File: src/rtl/instruction_fetch_unit_pkg.sv
// Shared constants for the MIPS32 instruction fetch unit.
// Holds the default reset PC, the bubble word and the fetch stride.
package instruction_fetch_unit_pkg;

  localparam logic [31:0] RESET_PC_DEF = 32'h0000_0000;
  localparam logic [31:0] NOP_WORD_DEF = 32'h0000_0000;
  localparam logic [31:0] WORD_BYTES   = 32'd4;

endpackage

File: src/rtl/instruction_fetch_unit_skid.sv
// One-entry holding register for a fetch that lands while decode stalls.
// Ports: clk_i/rst_ni, load_i/drain_i/flush_i controls, instr/pc4 in and out.
module instruction_fetch_unit_skid
  import instruction_fetch_unit_pkg::*;
(
  input  logic        clk_i,
  input  logic        rst_ni,
  input  logic        load_i,
  input  logic        drain_i,
  input  logic        flush_i,
  input  logic [31:0] instr_i,
  input  logic [31:0] pc4_i,
  output logic        valid_o,
  output logic [31:0] instr_o,
  output logic [31:0] pc4_o
);

  logic        valid_q, valid_d;
  logic [31:0] instr_q, instr_d;
  logic [31:0] pc4_q, pc4_d;

  // Flush beats load beats drain.
  always_comb begin
    valid_d = valid_q;
    instr_d = instr_q;
    pc4_d   = pc4_q;
    if (flush_i) begin
      valid_d = 1'b0;
    end else if (load_i) begin
      valid_d = 1'b1;
      instr_d = instr_i;
      pc4_d   = pc4_i;
    end else if (drain_i) begin
      valid_d = 1'b0;
    end
  end

  always_ff @(posedge clk_i or negedge rst_ni) begin
    if (!rst_ni) begin
      valid_q <= 1'b0;
      instr_q <= '0;
      pc4_q   <= '0;
    end else begin
      valid_q <= valid_d;
      instr_q <= instr_d;
      pc4_q   <= pc4_d;
    end
  end

  assign valid_o = valid_q;
  assign instr_o = instr_q;
  assign pc4_o   = pc4_q;

endmodule

File: src/rtl/instruction_fetch_unit.sv
// MIPS32 fetch front end: PC, 1-cycle IM interface, skid, IF/ID register.
// Ports: Clk/Rst_n, ID stall/redirect in, IM req/addr/rdata, IF_ID_* out.
module instruction_fetch_unit
  import instruction_fetch_unit_pkg::*;
#(
  parameter logic [31:0] RESET_PC = RESET_PC_DEF,
  parameter logic [31:0] NOP_WORD = NOP_WORD_DEF
) (
  input  logic        Clk,
  input  logic        Rst_n,
  input  logic        ID_stall,
  input  logic        ID_PCSrc,
  input  logic [31:0] ID_new_PC,
  output logic        IM_req,
  output logic [31:0] IM_addr,
  input  logic [31:0] IM_rdata,
  output logic [31:0] IF_ID_Instruction,
  output logic [31:0] IF_ID_PC4,
  output logic        IF_ID_valid
);

  logic [31:0] pc_q, pc_d, pc_plus4;
  logic        pend_valid_q, pend_valid_d;
  logic [31:0] pend_pc4_q, pend_pc4_d;
  logic [31:0] ifid_instr_q, ifid_instr_d;
  logic [31:0] ifid_pc4_q, ifid_pc4_d;
  logic        ifid_valid_q, ifid_valid_d;

  logic        redirect;
  logic        skid_valid, skid_load, skid_drain;
  logic [31:0] skid_instr, skid_pc4;

  // Branch operands are not ready while stalled.
  assign redirect = ID_PCSrc & ~ID_stall;
  assign pc_plus4 = pc_q + WORD_BYTES;

  // Stop issuing once the in-flight word has nowhere to go.
  assign IM_req  = ~redirect & ~skid_valid
                 & ~(ID_stall & pend_valid_q);
  assign IM_addr = {pc_q[31:2], 2'b00};

  assign skid_load  = ~redirect & ID_stall
                    & pend_valid_q & ~skid_valid;
  assign skid_drain = ~redirect & ~ID_stall & skid_valid;

  instruction_fetch_unit_skid u_skid (
    .clk_i   (Clk),
    .rst_ni  (Rst_n),
    .load_i  (skid_load),
    .drain_i (skid_drain),
    .flush_i (redirect),
    .instr_i (IM_rdata),
    .pc4_i   (pend_pc4_q),
    .valid_o (skid_valid),
    .instr_o (skid_instr),
    .pc4_o   (skid_pc4)
  );

  always_comb begin
    pc_d         = pc_q;
    pend_valid_d = IM_req;
    pend_pc4_d   = pend_pc4_q;
    ifid_instr_d = ifid_instr_q;
    ifid_pc4_d   = ifid_pc4_q;
    ifid_valid_d = ifid_valid_q;

    if (redirect) begin
      pc_d = ID_new_PC & ~32'd3;
    end else if (IM_req) begin
      pc_d       = pc_plus4;
      pend_pc4_d = pc_plus4;
    end

    if (redirect) begin
      ifid_instr_d = NOP_WORD;
      ifid_pc4_d   = '0;
      ifid_valid_d = 1'b0;
    end else if (ID_stall) begin
      ifid_instr_d = ifid_instr_q;
    end else if (skid_valid) begin
      ifid_instr_d = skid_instr;
      ifid_pc4_d   = skid_pc4;
      ifid_valid_d = 1'b1;
    end else if (pend_valid_q) begin
      ifid_instr_d = IM_rdata;
      ifid_pc4_d   = pend_pc4_q;
      ifid_valid_d = 1'b1;
    end else begin
      ifid_instr_d = NOP_WORD;
      ifid_valid_d = 1'b0;
    end
  end

  always_ff @(posedge Clk or negedge Rst_n) begin
    if (!Rst_n) begin
      pc_q         <= RESET_PC;
      pend_valid_q <= 1'b0;
      pend_pc4_q   <= '0;
      ifid_instr_q <= NOP_WORD;
      ifid_pc4_q   <= '0;
      ifid_valid_q <= 1'b0;
    end else begin
      pc_q         <= pc_d;
      pend_valid_q <= pend_valid_d;
      pend_pc4_q   <= pend_pc4_d;
      ifid_instr_q <= ifid_instr_d;
      ifid_pc4_q   <= ifid_pc4_d;
      ifid_valid_q <= ifid_valid_d;
    end
  end

  assign IF_ID_Instruction = ifid_instr_q;
  assign IF_ID_PC4         = ifid_pc4_q;
  assign IF_ID_valid       = ifid_valid_q;

endmodule
File: config.mk
export PLATFORM = sky130hd
export DESIGN_NAME = instruction_fetch_unit
export DESIGN_NICKNAME = d
export VERILOG_FILES = /design/src/rtl/instruction_fetch_unit_pkg.sv /design/src/rtl/instruction_fetch_unit_skid.sv /design/src/rtl/instruction_fetch_unit.sv
export SDC_FILE = /design/constraint.sdc
export NUM_CORES = 1
export LEC_CHECK = 0
export CORE_MARGIN = 2
export CORE_UTILIZATION = 56
export CTS_CLUSTER_DIAMETER = 200
export DETAILED_ROUTE_END_ITERATION = 8
export GPL_ROUTABILITY_DRIVEN = 0
export GPL_TIMING_DRIVEN = 0
export PLACE_DENSITY = 0.86
export SLEW_MARGIN = 20
export SYNTH_ARGS = -nofsm -noshare
export SYNTH_HDL_FRONTEND = slang
export SYNTH_SLANG_ARGS = --single-unit
File: constraint.sdc
create_clock -name Clk -period 4.29 [get_ports Clk]
set_input_delay 0.6435 -clock Clk [delete_from_list [all_inputs] [get_ports Clk]]
set_output_delay 0.6435 -clock Clk [all_outputs]
set_load 0.01 [all_outputs]
==> out/qor.yml <==
status: "completed"
grt_antenna_before_repair: 0
maxCapViolations: 0
worstHoldPathType: "input pin to async pin"
end_kind: "primary output"
ys_seq_elements: 188
dieArea_um2: 16100
power.total_mw: 5.39
cp.required_ns: 3.65
core_area_um2: 14600
placed_cells: 1134
tns_ns: 0
grt_pass1_vias: 6671
clk_path_buf_depth: 2
synth-main-ff-cell: "dfrtp_1"
finalHoldViolations: 0
layout.cells.non_filler: 1166
seq_area_frac_synth_pct: 55.7
worst_setup_path_start_kind: "input pin"
antenna_cells: 0
synthCells: 786
synth_area_leaders: "dfrtp_1 56%, mux2_2 8.3%, o21ai_0 6.6%, nand2_1 6.6%, mux2i_1 3.6%"
drv_slew: 0
crit_top_cell: "clkdlybuf4s50_1"
synth_edf_count: 0
area_growth_pct: 29.2
cpPeakStageDelay_ns: 0.64
crit_path_max_fanout: 10
hpwl_mm: 14.6
async_flop_share_pct: 100
ir_worst_vdd_v: 0.000355
avgSynthCellArea_um2: 10.7
path_cells: "clkdlybuf4s50_1 -> a21oi_1 -> nand2_1 -> clkbuf_1 -> inv_1 -> clkdlybuf4s50_1"
setup_viol: 0
holdBufCountCts: 0
viasPerCell: 5.58
synth_top_area_share_pct: 55.7
finalWirelength_mm: 20.2
rsz0062_at_grt: "false"
clock.fmax_mhz: 265
relSlewSlack_pct: 47.3
layout_min_cycle_time_ns: 3.77
skew_ns: 0.00506
drt-initial-drc-count: 484
ys_types: 45
grt_overflow: 0
initial_core_util_pct: 57.7
cts_buffers: 17
route.vias.total: 6504
ys_warn_count: 0
regToRegSetupSlack_ns: 1.87
cts_setup_buffers: 0
cp.arrival_ns: 3.13
final_nets: 1038
die_x_um: 127
tightest_slew_ns: 0.790
port_buffers: 161
tritoncts: "yes"
grt_pass1_wl_mm: 33.6
cts_root_buffer: "clkbuf_16"
clk_latency_ns: 0.43
rows: 44
fin_crit_sh_pct: 88.0
netlist_area_um2: 8450
grt_usage_pct: 26.4
p_per_area_nw_per_um2: 494
routedWlPerCell_um: 17.3
cts_sinks: 188
synth_top_area_cell: "dfrtp_1"
die_h_um: 127
io_pins: 166
drive_above_1_share_pct: 12.3
drt-pass1-iter-count: 5
grt_max_degree: 76
path_clk_slew_ns: 0.06
p_leak_nw: 4.51
critPathKind: "input pin to primary output"
cts_resized: 0
slowest_stage: "a21oi_1"
drtAntennaViolNets: 0
cts.htree.levels: 4
drc: 0
==> layout make-up <==
class	count	area, µm²
plain buffers	59	249
fillers	1008	3730
well taps	184	230
flip-flops and latches	188	4700
repair buffers	163	1670
multi-input cells	539	3490
inverters	1	3.75
clock inverters	8	60.1
clock buffers	24	502
==> synth_stat cells, types with 2 or more instances <==
master / count
a21oi_1: 2
buf_4: 3
buf_2: 6
nand2_1: 148
o21ai_1: 2
nor2_1: 13
dfrtp_1: 188
a22oi_1: 31
o21ai_2: 3
nand3_1: 17
nor3_1: 10
xor2_1: 31
nand4_1: 17
nor2b_1: 2
o21ai_0: 112
xnor2_1: 24
mux2i_1: 30
clkbuf_1: 46
nor4_1: 2
and2_1: 4
or2_2: 3
and3_1: 5
nor4_4: 3
buf_1: 2
mux2_2: 62
==> worst max-delay path: cells and delay by family <==
kind	cells	cell delay, ns
buffers and inverters	4	1.58
AO/OA/AOI/OAI	1	0.64
AND/OR/NAND/NOR	1	0.26
==> placed cells by master (no fill, tap or decap), types with 2 or more instances in the layout <==
master,instances
nor4_1,2
a22oi_1,31
nor3_1,10
buf_16,2
xor2_1,31
clkbuf_1,48
nand2_1,148
clkbuf_16,17
buf_2,6
buf_4,3
nand4_1,17
and2_1,4
mux2i_1,30
a21oi_1,2
nor4_4,3
clkinvlp_4,5
mux2_2,62
o21ai_2,3
o21ai_1,2
nor2_1,13
o21ai_0,112
conb_1,2
nor2b_1,2
clkdlybuf4s50_1,160
xnor2_1,24
and3_1,5
clkinv_4,2
buf_1,2
dfrtp_1,188
clkbuf_8,5
nand3_1,17
or2_2,3
==> sequential cells by signal, summed over array words and instances (netlist names) <==
register	count
u_skid.valid_o	1
pend_pc4_q	30
pc_q	30
u_skid.pc4_o	30
IF_ID_PC4	31
IF_ID_valid	1
u_skid.instr_o	32
pend_valid_q	1
IF_ID_Instruction	32
==> layer usage <==
| layer | vias up | global-route usage (%) | wire, µm |
|---|---|---|---|
| li1 | 3096 | - | - |
| met1 | 3166 | 35.5 | 8900 |
| met2 | 217 | 43.2 | 9790 |
| met3 | 25 | 5.44 | 1200 |
| met4 | 0 | 9.11 | 329 |
| met5 | - | 0 | 0 |
==> kinds of logic after synthesis <==
family                   count (synthesis)  synth area share, %
adder cells (fa/ha/maj)                  1                0.148
XOR/XNOR                                55                 5.70
AO/OA/AOI/OAI                          155                 10.4
multiplexers                            92                 11.8
buffers and inverters                   60                 2.99
flip-flops                             188                 55.7
other                                    1               0.0444
AND/OR/NAND/NOR                        234                 13.2
==> worst paths after layout <==
check	from	end	cells after the start
setup / recovery	ID_stall	IM_req	6
hold / removal	Rst_n	IF_ID_Instruction[28]	1
setup reg to reg	pc_q[2]	pend_pc4_q[28]	7
hold reg to reg	IF_ID_PC4[3]	IF_ID_PC4[3]	2
max in group asynchronous	Rst_n	pc_q[10]	2
min in group Clk	IF_ID_PC4[3]	IF_ID_PC4[3]	2
==> report_power, final <==
group / total [mW] / internal [mW] / switching (mW) / leakage (nW)
clock network: 1.48 / 0.819 / 0.662 / 0.261
logic: 1.34 / 0.729 / 0.612 / 1.87
registers: 2.57 / 2.23 / 0.342 / 2.39
==> stage by stage <==
| stage | worst slack (ns) | hold WS [ns] | cell area (µm²) | util [%] |
|---|---|---|---|---|
| after detailed placement | 0.576 | 0.473 | 10400 | 70.7 |
| after global placement | -4.93 | 0.461 | 10300 | 70.3 |
| after global routing | 0.388 | 0.104 | 10900 | 74.5 |
| after CTS | 0.549 | 0.0983 | 10900 | 74.5 |
| final | 0.515 | 0.0934 | 10900 | 74.5 |
| after floorplan | 2.21 | 0.348 | 8450 | - |
(Power assumes the default switching activity.)
